File: config.mk
export PLATFORM = sky130hd
export DESIGN_NAME = otter_cu_fsm_dcdr_flat
export DESIGN_NICKNAME = d
export VERILOG_FILES = /design/src/rtl/otter_cu_fsm_dcdr_if.sv /design/src/rtl/otter_cu_fsm_dcdr.sv /design/src/flat_wrapper.sv
export SDC_FILE = /design/constraint.sdc
export NUM_CORES = 1
export LEC_CHECK = 0
export CAP_MARGIN = 20
export CORE_MARGIN = 3
export CORE_UTILIZATION = 29
export CTS_BUF_LIST = sky130_fd_sc_hd__clkbuf_2 sky130_fd_sc_hd__clkbuf_4 sky130_fd_sc_hd__clkbuf_8
export DETAILED_ROUTE_END_ITERATION = 8
export GPL_TIMING_DRIVEN = 0
export PLACE_DENSITY = 0.86
export SYNTH_ARGS = -nofsm -noshare
export SYNTH_HDL_FRONTEND = slang
export SYNTH_SLANG_ARGS = --single-unit
File: constraint.sdc
create_clock -name CLK -period 2.2 [get_ports CLK]
set_input_delay 0.55 -clock CLK [delete_from_list [all_inputs] [get_ports CLK]]
set_output_delay 0.55 -clock CLK [all_outputs]
set_load 0.005 [all_outputs]
File: src/rtl/otter_cu_fsm_dcdr_if.sv
// Control bundle between the OTTER control unit (master) and the datapath (slave):
// instruction/branch-compare inputs, plus the enables and mux selects the control unit produces.
interface otter_cu_fsm_dcdr_if;
    logic [31:0] ir;
    logic        br_eq;
    logic        br_lt;
    logic        br_ltu;
    logic        pcWrite;
    logic        regWrite;
    logic        memWE2;
    logic        memRDEN1;
    logic        memRDEN2;
    logic [3:0]  alu_fun;
    logic        alu_srcA;
    logic [1:0]  alu_srcB;
    logic [2:0]  pcSource;
    logic [1:0]  rf_wr_sel;
    logic        illegal_op;

    modport master (
        input  ir, br_eq, br_lt, br_ltu,
        output pcWrite, regWrite, memWE2, memRDEN1, memRDEN2,
               alu_fun, alu_srcA, alu_srcB, pcSource, rf_wr_sel, illegal_op
    );

    modport slave (
        output ir, br_eq, br_lt, br_ltu,
        input  pcWrite, regWrite, memWE2, memRDEN1, memRDEN2,
               alu_fun, alu_srcA, alu_srcB, pcSource, rf_wr_sel, illegal_op
    );
endinterface

File: src/rtl/otter_cu_fsm_dcdr.sv
// OTTER RV32I multicycle control unit: INIT/FETCH/EXEC/WRITEBACK sequencer with a
// combinational decoder driving the ALU operand muxes, PC source and memory/regfile enables.
module otter_cu_fsm_dcdr (
    input  logic                CLK,
    input  logic                RST,
    otter_cu_fsm_dcdr_if.master bus
);
    typedef enum logic [1:0] {ST_INIT, ST_FETCH, ST_EXEC, ST_WRITEBACK} state_t;

    localparam logic [6:0] OPC_LOAD   = 7'b0000011;
    localparam logic [6:0] OPC_OP_IMM = 7'b0010011;
    localparam logic [6:0] OPC_AUIPC  = 7'b0010111;
    localparam logic [6:0] OPC_STORE  = 7'b0100011;
    localparam logic [6:0] OPC_OP     = 7'b0110011;
    localparam logic [6:0] OPC_LUI    = 7'b0110111;
    localparam logic [6:0] OPC_BRANCH = 7'b1100011;
    localparam logic [6:0] OPC_JALR   = 7'b1100111;
    localparam logic [6:0] OPC_JAL    = 7'b1101111;

    state_t     state, next_state;
    logic [6:0] opcode;
    logic [2:0] funct3;
    logic       br_taken;
    logic       unused_ir_bits;

    assign opcode         = bus.ir[6:0];
    assign funct3         = bus.ir[14:12];
    assign unused_ir_bits = ^{bus.ir[31], bus.ir[29:15], bus.ir[11:7]};

    // NOTE: sequential state uses non-blocking assignments; RST is in the sensitivity list so it wins without a clock.
    always_ff @(posedge CLK or posedge RST) begin
        if (RST) state <= ST_INIT;
        else     state <= next_state;
    end

    always_comb begin
        br_taken = 1'b0;
        case (funct3)
            3'b000:  br_taken =  bus.br_eq;
            3'b001:  br_taken = !bus.br_eq;
            3'b100:  br_taken =  bus.br_lt;
            3'b101:  br_taken = !bus.br_lt;
            3'b110:  br_taken =  bus.br_ltu;
            3'b111:  br_taken = !bus.br_ltu;
            default: br_taken = 1'b0;
        endcase
    end

    always_comb begin
        // NOTE: every output gets a default first so no path through the case infers a latch.
        next_state     = state;
        bus.pcWrite    = 1'b0;
        bus.regWrite   = 1'b0;
        bus.memWE2     = 1'b0;
        bus.memRDEN1   = 1'b0;
        bus.memRDEN2   = 1'b0;
        bus.alu_fun    = 4'b0000;
        bus.alu_srcA   = 1'b0;
        bus.alu_srcB   = 2'b00;
        bus.pcSource   = 3'd0;
        bus.rf_wr_sel  = 2'd0;
        bus.illegal_op = 1'b0;

        case (state)
            ST_INIT: next_state = ST_FETCH;

            ST_FETCH: begin
                bus.memRDEN1 = 1'b1;
                next_state   = ST_EXEC;
            end

            ST_EXEC: begin
                bus.pcWrite = 1'b1;
                next_state  = ST_FETCH;
                case (opcode)
                    OPC_OP: begin
                        bus.alu_fun   = {bus.ir[30], funct3};
                        bus.regWrite  = 1'b1;
                        bus.rf_wr_sel = 2'd3;
                    end
                    OPC_OP_IMM: begin
                        // Only the right shifts use bit 30 as an opcode bit; elsewhere it is immediate data.
                        bus.alu_fun   = (funct3 == 3'b101) ? {bus.ir[30], funct3} : {1'b0, funct3};
                        bus.alu_srcB  = 2'b01;
                        bus.regWrite  = 1'b1;
                        bus.rf_wr_sel = 2'd3;
                    end
                    OPC_LUI: begin
                        bus.alu_fun   = 4'b1001;
                        bus.alu_srcA  = 1'b1;
                        bus.regWrite  = 1'b1;
                        bus.rf_wr_sel = 2'd3;
                    end
                    OPC_AUIPC: begin
                        bus.alu_srcA  = 1'b1;
                        bus.alu_srcB  = 2'b11;
                        bus.regWrite  = 1'b1;
                        bus.rf_wr_sel = 2'd3;
                    end
                    OPC_JAL: begin
                        bus.pcSource = 3'd3;
                        bus.regWrite = 1'b1;
                    end
                    OPC_JALR: begin
                        bus.pcSource = 3'd1;
                        bus.regWrite = 1'b1;
                    end
                    OPC_BRANCH: bus.pcSource = br_taken ? 3'd2 : 3'd0;
                    OPC_STORE: begin
                        bus.alu_srcB = 2'b10;
                        bus.memWE2   = 1'b1;
                    end
                    OPC_LOAD: begin
                        bus.alu_srcB = 2'b01;
                        bus.memRDEN2 = 1'b1;
                        bus.pcWrite  = 1'b0;
                        next_state   = ST_WRITEBACK;
                    end
                    default: bus.illegal_op = 1'b1;
                endcase
            end

            ST_WRITEBACK: begin
                // Keep the load address on the ALU while the data word is written back.
                bus.alu_srcB  = 2'b01;
                bus.regWrite  = 1'b1;
                bus.rf_wr_sel = 2'd2;
                bus.pcWrite   = 1'b1;
                next_state    = ST_FETCH;
            end
        endcase
    end
endmodule

File: src/flat_wrapper.sv
// flat-port wrapper written by rule: the top's interface ports become plain ports
module otter_cu_fsm_dcdr_flat 
  (CLK, RST, bus_ir, bus_br_eq, bus_br_lt, bus_br_ltu, bus_pcWrite, bus_regWrite, bus_memWE2, bus_memRDEN1, bus_memRDEN2, bus_alu_fun, bus_alu_srcA, bus_alu_srcB, bus_pcSource, bus_rf_wr_sel, bus_illegal_op);
  otter_cu_fsm_dcdr_if bus_i ();
  input  logic CLK;
  input  logic RST;
  input wire logic [$bits(bus_i.ir)-1:0] bus_ir;
  input wire logic [$bits(bus_i.br_eq)-1:0] bus_br_eq;
  input wire logic [$bits(bus_i.br_lt)-1:0] bus_br_lt;
  input wire logic [$bits(bus_i.br_ltu)-1:0] bus_br_ltu;
  output wire logic [$bits(bus_i.pcWrite)-1:0] bus_pcWrite;
  output wire logic [$bits(bus_i.regWrite)-1:0] bus_regWrite;
  output wire logic [$bits(bus_i.memWE2)-1:0] bus_memWE2;
  output wire logic [$bits(bus_i.memRDEN1)-1:0] bus_memRDEN1;
  output wire logic [$bits(bus_i.memRDEN2)-1:0] bus_memRDEN2;
  output wire logic [$bits(bus_i.alu_fun)-1:0] bus_alu_fun;
  output wire logic [$bits(bus_i.alu_srcA)-1:0] bus_alu_srcA;
  output wire logic [$bits(bus_i.alu_srcB)-1:0] bus_alu_srcB;
  output wire logic [$bits(bus_i.pcSource)-1:0] bus_pcSource;
  output wire logic [$bits(bus_i.rf_wr_sel)-1:0] bus_rf_wr_sel;
  output wire logic [$bits(bus_i.illegal_op)-1:0] bus_illegal_op;
  assign bus_i.ir = bus_ir;
  assign bus_i.br_eq = bus_br_eq;
  assign bus_i.br_lt = bus_br_lt;
  assign bus_i.br_ltu = bus_br_ltu;
  assign bus_pcWrite = bus_i.pcWrite;
  assign bus_regWrite = bus_i.regWrite;
  assign bus_memWE2 = bus_i.memWE2;
  assign bus_memRDEN1 = bus_i.memRDEN1;
  assign bus_memRDEN2 = bus_i.memRDEN2;
  assign bus_alu_fun = bus_i.alu_fun;
  assign bus_alu_srcA = bus_i.alu_srcA;
  assign bus_alu_srcB = bus_i.alu_srcB;
  assign bus_pcSource = bus_i.pcSource;
  assign bus_rf_wr_sel = bus_i.rf_wr_sel;
  assign bus_illegal_op = bus_i.illegal_op;
  otter_cu_fsm_dcdr u_core (.CLK(CLK), .RST(RST), .bus(bus_i));
endmodule
==> flow_metrics.py, run 1 <==
metrics = {
    "synth": {
        "ys_seq_area_frac": 0.110,
        "syn-cell-area_um2": 457,
        "synth_commonest_cells": "inv_1 (6), nor2_1 (5)",
        "syn_avg_cell_area_um2": 7.74,
        "yosysTopAreaCell": "dfrtp_1",
        "ys_seq_elements": 2,
        "synth_most_common_cell": "inv_1",
        "synth_edf_count": 0,
        "yosys.area.top_type_share": 0.110,
        "netlist_top_cells_area": "dfrtp_1 (11%), xor2_1 (5.8%), inv_1 (4.9%)",
        "synth_fp_nets": 96,
        "async_reset_ff_frac": 1.00,
        "synth.distinct_cells": 36,
        "synth_cells": 59,
        "ys.flop_type": "dfrtp_1",
        "yosys_warnings": 0,
    },
    "critical_path": {
        "required_ns": 1.65,
        "cp-end-kind": "output port",
        "cp-start-kind": "primary input",
        "arrival_ns": 1.62,
        "path_class": "primary input to output port",
        "path_max_fanout": 3,
    },
    "outcome": {
        "status": "finished clean",
    },
    "finish": {
        "largest_register_ffs": 2,
        "finalNetCount": 141,
        "reg.largest.list": "u_core.state (2)",
        "multi_input_area_um2": 449,
        "n_fill_cell": 115,
        "drive_gt1_frac": 0.500,
        "fin_area_um2": 922,
        "num_antenna_cells": 0,
        "final_cells": 117,
        "utilization": 0.667,
        "regArea_um2": 50.0,
        "top_register": "u_core.state",
        "syn2layout_area_growth_pct": 102,
    },
    "grt": {
        "grt-ovfl-total": 0,
        "grt_max_degree": 11,
        "grt_pass1_vias": 561,
        "antenna_found_initial": 0,
        "grt_pass1_wl_mm": 2.39,
        "grt.total_usage": 0.159,
    },
    "drt": {
        "drcViolationCount": 0,
        "drt_iter0_markers": 3,
        "final_antenna_net_count": 0,
        "wl_per_cell_um": 13.8,
        "drt_first_pass_iters": 4,
        "vias": 616,
        "viasPerCell": 5.26,
        "drt-total-wl_mm": 1.62,
    },
    "clocking": {
        "cts_inserted_buffers": 3,
        "cts_tree": "built",
        "path_clk_slew_ns": 0.04,
        "clockRootBuffer": "clkbuf_4",
        "postCtsHoldBufs": 0,
        "max-clock-path-buffers": 2,
        "insertion_delay_ns": 0.24,
        "cts_max_level": 1,
        "clock-sinks": 2,
    },
    "timing": {
        "hold_viol": 0,
        "fin_crit_ns": 2.17,
        "finalSetupTns_ns": 0,
        "fmax_mhz": 462,
        "finClkSkew_ns": 0.0145,
        "hold_slack_ns": 0.468,
        "finalSetupViolCount": 0,
        "rsz0062_at_grt": "no",
        "min_period_over_period": 0.984,
        "slew_viol_final": 0,
    },
    "place": {
        "place_inst": 105,
        "port_buffers": 31,
        "place_congestion": 0.779,
        "placed_area_um2": 786,
    },
    "power_and_ir_drop": {
        "leakagePower_uw": 0.000472,
        "powerDensity_mw_per_mm2": 228,
        "ir_drop_mv": 0.211,
    },
    "floorplanning": {
        "die_w_um": 45.7,
        "rows": 13,
        "initial_utilization": 0.330,
        "io_pins": 55,
        "die_y_um": 45.7,
        "core_mm2": 0.00138,
        "dieArea_mm2": 0.00209,
    },
    "job": {
        "cap_violations": 0,
    },
    "worst_hold_path": {
        "holdCritPathClass": "primary input to asynchronous set/reset pin",
    },
}
-- per-layer routing --
layer,up-vias,track usage,part of all wire
met5,-,0,0
met4,0,0.0877,0.0062
met3,2,0.0277,0.064
met2,23,0.256,0.56
met1,293,0.198,0.37
li1,298,-,-
-- logic make-up (layout without fill, tap and decap cells) --
group	Yosys count	in the layout	share of synthesized area
compound gates	12	12	0.233
buf+inv	10	53	0.131
simple gates	30	30	0.438
mux	1	1	0.0219
other cells	1	1	0.00821
xor+xnor	3	3	0.0575
flops	2	2	0.110
-- worst paths after layout --
path,startpoint,to,slack [ns],cells after the start
max in group asynchronous,RST,u_core.state[1]$_DFF_PP0_,1.60,2
max,bus_ir[1],bus_rf_wr_sel[1],0.03,6
min in group CLK,bus_ir[5],u_core.state[1]$_DFF_PP0_,0.60,2
min,RST,u_core.state[0]$_DFF_PP0_,0.47,2
max reg2reg,u_core.state[0]$_DFF_PP0_,u_core.state[1]$_DFF_PP0_,1.00,3
min reg2reg,u_core.state[1]$_DFF_PP0_,u_core.state[0]$_DFF_PP0_,0.63,2
-- power breakdown --
group          switching (uW)  internal (uW)
registers               0.191           37.1
logic                    40.5           45.9
clock network            26.1           60.6
total                    66.8            144
-- what timing repair did --
item,in CTS,in global routing
setup buffers,10,0
gates resized for setup,64,27
endpoints found under the setup margin,16,12
pin swaps,12,6
gates cloned,0,0
-- final cells by class --
cell class,count,area share
tap,15,0.0204
timing repair buffer,40,0.342
multi-input combinational,47,0.487
clock buffer,3,0.0244
buffer,4,0.0475
inverter,6,0.0244
sequential,2,0.0543
-- stage by stage --
stage	setup WS, ns	power, uW
floorplan	0.395	70.3
global placement	-0.603	107
detailed placement	-0.628	108
CTS	0.00711	203
global route	0.00262	220
finish	0.0347	210
-- worst max-delay path, stage by stage --
cell	delay (ns)
clkdlybuf4s15_2	0.21
and4bb_2	0.27
buf_4	0.15
a21oi_2	0.13
nor2b_1	0.06
dlygate4sd2_1	0.26
-- layout by cell type (no fill, tap or decap), types with 3 or more instances in the layout --
cell / n
xor2_1: 3
clkdlybuf4s15_1: 4
a21boi_1: 3
dlygate4sd2_1: 9
nor2_1: 5
buf_2: 7
inv_1: 6
clkbuf_2: 6
clkdlybuf4s50_1: 3
buf_4: 8
buf_6: 3
clkbuf_4: 3
No activity file was read; power rests on OpenSTA's default activity.
==> run 2: changes to the inputs <==
clock period = 2.64 ns   (was 2.2 ns; I/O delays follow)
==> run 2 against run 1 <==
Effect of this change:
- sequential power decreased by 17%
- final area decreased by 2.2%
- clock-buffer cell count unchanged
- register-to-register slack improved by 0.49 ns
- global-route usage decreased by 0.48 points
- first-iteration DRC count increased to 3.3 times the previous value
- critical path type unchanged
- largest power group unchanged
==> flow_metrics.py, run 2 (same netlist as run 1, synthesis figures left out) <==
metrics = {
    "outcome": {
        "status": "finished clean",
    },
    "power_and_ir_drop": {
        "combPwrFrac": 0.389,
        "intPower_uw": 117,
        "power_switching_uw": 49.7,
        "ir_drop_mv": 0.169,
        "leakagePower_uw": 0.000519,
        "clock_power_share": 0.425,
        "switching_share": 0.298,
        "powerDensity_mw_per_mm2": 185,
        "seq_power_share": 0.187,
    },
    "drt": {
        "vias": 587,
        "drt_first_pass_iters": 4,
        "drt_iter0_markers": 10,
        "drcViolationCount": 0,
        "viasPerCell": 5.15,
        "drt-total-wl_mm": 1.54,
        "wl_per_cell_um": 13.5,
        "final_antenna_net_count": 0,
    },
    "clocking": {
        "clockRootBuffer": "clkbuf_4",
        "clock-sinks": 2,
        "path_clk_slew_ns": 0.04,
        "cts_tree": "built",
        "cts_inserted_buffers": 3,
        "max-clock-path-buffers": 2,
        "cts_max_level": 1,
        "insertion_delay_ns": 0.23,
    },
    "critical_path": {
        "path_class": "primary input to output port",
        "crit_chain": "dlygate4sd2_1 -> nor2b_2 -> nor3_2 -> o21a_1 -> clkdlybuf4s50_1",
        "path_max_fanout": 6,
        "arrival_ns": 1.93,
        "max_stage_delay_ns": 0.49,
        "required_ns": 1.98,
        "cp-start-kind": "primary input",
        "r2r_slack_ns": 1.49,
        "cp-end-kind": "output port",
        "critical_path.slowest_cell": "clkdlybuf4s50_1",
    },
    "finish": {
        "layout_commonest_cell": "dlygate4sd2_1",
        "largest_register_ffs": 2,
        "drive_gt1_frac": 0.333,
        "most-common-layout-cells": "dlygate4sd2_1 (15), clkdlybuf4s50_1 (7), inv_1 (6), buf_4 (6)",
        "fin_area_um2": 902,
        "syn2layout_area_growth_pct": 97.5,
        "reg.largest.list": "u_core.state (2)",
        "top_register": "u_core.state",
        "num_antenna_cells": 0,
        "finalNetCount": 138,
        "n_fill_cell": 117,
        "utilization": 0.652,
    },
    "timing": {
        "slew_viol_final": 0,
        "rsz0062_at_grt": "yes",
        "fmax_mhz": 386,
        "hold_viol": 0,
        "finalSetupViolCount": 0,
        "min_period_over_period": 0.981,
        "finClkSkew_ns": 0.0124,
        "fin_crit_ns": 2.59,
    },
    "grt": {
        "grt.met2_usage": 0.251,
        "grt_pass1_wl_mm": 2.34,
        "grt_pass1_vias": 538,
        "grt_use_met1": 0.189,
        "antenna_found_initial": 0,
        "grt_max_degree": 11,
        "grt.total_usage": 0.155,
        "grt-ovfl-total": 0,
        "grtUsageMet3": 0.0277,
        "grt_busiest_layer": "met2",
    },
    "place": {
        "placed_area_um2": 786,
        "place_congestion": 0.779,
        "port_buffers": 31,
    },
    "worst_hold_path": {
        "holdCritPathClass": "primary input to asynchronous set/reset pin",
    },
    "floorplanning": {
        "rows": 13,
        "die_y_um": 45.7,
        "die_w_um": 45.7,
        "initial_utilization": 0.330,
        "dieArea_mm2": 0.00209,
        "core_mm2": 0.00138,
        "io_pins": 55,
    },
    "job": {
        "cap_violations": 0,
    },
}
[run 2: area by class of cell]
| class | instances | area (um^2) | area share |
|---|---|---|---|
| buffer | 4 | 43.8 | 0.0485 |
| multi-input combinational | 47 | 407 | 0.451 |
| clock buffer | 3 | 22.5 | 0.0250 |
| tap | 15 | 18.8 | 0.0208 |
| timing repair buffer | 37 | 338 | 0.374 |
| sequential | 2 | 50.0 | 0.0555 |
| inverter | 6 | 22.5 | 0.0250 |
[run 2: worst paths after layout]
check,startpoint,to,cells after the start
min in group CLK,u_core.state[1]$_DFF_PP0_,u_core.state[0]$_DFF_PP0_,2
setup / recovery,bus_ir[2],bus_alu_srcB[0],5
max in group asynchronous,RST,u_core.state[1]$_DFF_PP0_,2
hold reg to reg,u_core.state[1]$_DFF_PP0_,u_core.state[0]$_DFF_PP0_,2
setup reg to reg,u_core.state[0]$_DFF_PP0_,u_core.state[1]$_DFF_PP0_,3
hold / removal,RST,u_core.state[0]$_DFF_PP0_,2
[run 2: layer usage]
layer	part of all wire	vias to the layer above
met4	0.0078	0
met2	0.52	19
met5	0	-
met1	0.41	274
li1	-	292
met3	0.063	2
[run 2: power groups by stage]
stage                     Clock [uW]  Sequential (uW)  Combinational (uW)
after CTS                       73.3             31.1                60.3
after detailed placement           0             31.5                58.6
final                           70.8             31.1                64.8
after global routing            74.5             31.1                70.1
after floorplan                    0             31.4                27.2
after global placement             0             31.5                57.3
[run 2: critical path, delay by kind of cell]
family | cells | cell delay, ns
buffers and inverters | 2 | 0.80
and+or+nand+nor | 2 | 0.34
AOI/OAI and AO/OA | 1 | 0.12
[run 2: repair_timing]
item	CTS	global route
resized for setup	33	11
hold buffers	0	0
setup endpoints to repair	16	9
cloned	0	1
setup buffers	3	2
pin swaps	7	2
endpoints found under the hold margin	0	0
[run 2: stage by stage]
stage          cells  setup WS (ns)  power, uW  setup TNS, ns  hold slack, ns
5_1_grt          114        -0.0199        176        -0.0199           0.613
2_1_floorplan     59          0.615       58.6              0           0.401
6_report         114         0.0496        167              0           0.579
3_5_place_dp     105         -0.408       90.0          -4.96           0.640
4_1_cts          111         -0.149        165         -0.297           0.578
3_3_place_gp     105         -0.383       88.8          -4.64           0.614
==> run 3: changes to the inputs <==
CORE_UTILIZATION = 27   (was 29)
PLACE_DENSITY = 0.81   (was 0.86)
clock period = 2.77 ns   (was 2.64 ns; I/O delays follow)
==> run 3 against run 2 <==
Effect of this change:
- non-clock buffer count is 3 higher
- cell count is 3.5% higher
- register-to-register slack better by 0.17 ns
- critical path depth stayed put
- via count is 3.7% higher
- sequential power is 5% lower
==> flow_metrics.py, run 3 (same netlist as run 1, synthesis figures left out) <==
metrics = {
    "clocking": {
        "cts_max_level": 1,
        "max-clock-path-buffers": 2,
        "postCtsHoldBufs": 0,
        "cts_tree": "built",
        "insertion_delay_ns": 0.23,
        "clockRootBuffer": "clkbuf_4",
        "clock-sinks": 2,
        "cts_inserted_buffers": 3,
        "path_clk_slew_ns": 0.03,
    },
    "grt": {
        "grt_pass1_wl_mm": 2.15,
        "grt_max_degree": 11,
        "grt_pass1_vias": 540,
        "grt-ovfl-total": 0,
        "grt.total_usage": 0.138,
        "antenna_found_initial": 0,
    },
    "finish": {
        "reg.largest.list": "u_core.state (2)",
        "most-common-layout-cells": "dlygate4sd2_1 (17), buf_4 (10), clkdlybuf4s50_1 (7), inv_1 (6), nor2_1 (5)",
        "top_register": "u_core.state",
        "syn2layout_area_growth_pct": 104,
        "n_fill_cell": 148,
        "finalNetCount": 141,
        "layout_commonest_cell": "dlygate4sd2_1",
        "drive_gt1_frac": 0.324,
        "num_antenna_cells": 0,
        "regArea_um2": 50.0,
        "largest_register_ffs": 2,
        "final_cells": 118,
        "multi_input_area_um2": 410,
    },
    "critical_path": {
        "path_max_fanout": 5,
        "arrival_ns": 2.00,
        "r2r_slack_ns": 1.66,
        "cp-end-kind": "output port",
        "path_class": "primary input to output port",
        "required_ns": 2.08,
        "cp-start-kind": "primary input",
    },
    "floorplanning": {
        "initial_utilization": 0.296,
        "io_pins": 55,
        "core_mm2": 0.00154,
        "rows": 14,
        "die_w_um": 47.1,
        "die_y_um": 47.1,
        "dieArea_mm2": 0.00222,
    },
    "place": {
        "post-place-ws_ns": -0.323,
        "place_inst": 106,
        "place_congestion": 0.772,
        "port_buffers": 31,
        "dp_hpwl_mm": 1.02,
    },
    "timing": {
        "hold_viol": 0,
        "setup_ws_ns": 0.0789,
        "finalSetupTns_ns": 0,
        "slew_viol_final": 0,
        "min_period_over_period": 0.972,
        "fin_crit_ns": 2.69,
        "finClkSkew_ns": 0.00768,
        "finalSetupViolCount": 0,
        "fmax_mhz": 372,
    },
    "drt": {
        "drt_first_pass_iters": 2,
        "drcViolationCount": 0,
        "vias": 609,
        "viasPerCell": 5.16,
        "drt_iter0_markers": 7,
        "drt-total-wl_mm": 1.50,
        "wl_per_cell_um": 12.7,
        "final_antenna_net_count": 0,
    },
    "power_and_ir_drop": {
        "ir_drop_mv": 0.160,
        "powerDensity_mw_per_mm2": 177,
        "leakagePower_uw": 0.000525,
    },
    "outcome": {
        "status": "finished clean",
    },
    "job": {
        "cap_violations": 0,
    },
    "worst_hold_path": {
        "holdCritPathClass": "primary input to asynchronous set/reset pin",
    },
}
## run 3: power breakdown
group	internal [uW]	switching (uW)	leakage (uW)
combinational	37.9	28.8	0.000488
sequential	29.5	0.142	0.0000238
clock	48.1	20.2	0.0000138
total	116	49.1	0.000525
## run 3: layout make-up
cell class	instances	share of cell area
flip-flops and latches	2	0.0538
well taps	16	0.0215
inverters	6	0.0242
clock buffers	3	0.0242
plain buffers	4	0.0470
repair buffers	40	0.388
multi-input cells	47	0.441
## run 3: path summary, 6_finish.rpt
kind / from / endpoint / depth (start not counted)
max: bus_ir[3] / bus_rf_wr_sel[0] / 5
min: RST / u_core.state[1]$_DFF_PP0_ / 2
max reg2reg: u_core.state[0]$_DFF_PP0_ / u_core.state[1]$_DFF_PP0_ / 3
min reg2reg: u_core.state[1]$_DFF_PP0_ / u_core.state[0]$_DFF_PP0_ / 2
max in group asynchronous: RST / u_core.state[0]$_DFF_PP0_ / 2
min in group CLK: u_core.state[1]$_DFF_PP0_ / u_core.state[0]$_DFF_PP0_ / 2
## run 3: stage by stage
stage | instance area, um^2 | power [uW] | hold WS (ns) | utilization
2_1_floorplan | 457 | 55.8 | 0.434 | -
3_3_place_gp | 787 | 84.9 | 0.614 | 0.511
3_5_place_dp | 787 | 86.0 | 0.609 | 0.511
4_1_cts | 851 | 160 | 0.600 | 0.552
5_1_grt | 931 | 179 | 0.613 | 0.604
6_report | 931 | 165 | 0.605 | 0.604
## run 3: layer usage
layer,share of wire,track usage,vias to the layer above
met5,0,0,-
met4,0.011,0.0884,0
met3,0.057,0.0230,2
met2,0.52,0.236,21
met1,0.41,0.156,287
li1,-,-,299
## run 3: timing repair
item                       4_1_cts  5_1_grt
pin swaps                        7        3
gates resized for setup         33        8
setup buffers                    4        5
setup endpoints to repair       16        7
cloned                           0        0
## run 3: worst max-delay path, cell delays in order
cell	delay (ns)
dlygate4sd2_1	0.29
and4bb_4	0.38
nand3_2	0.09
inv_1	0.06
clkdlybuf4s50_1	0.49
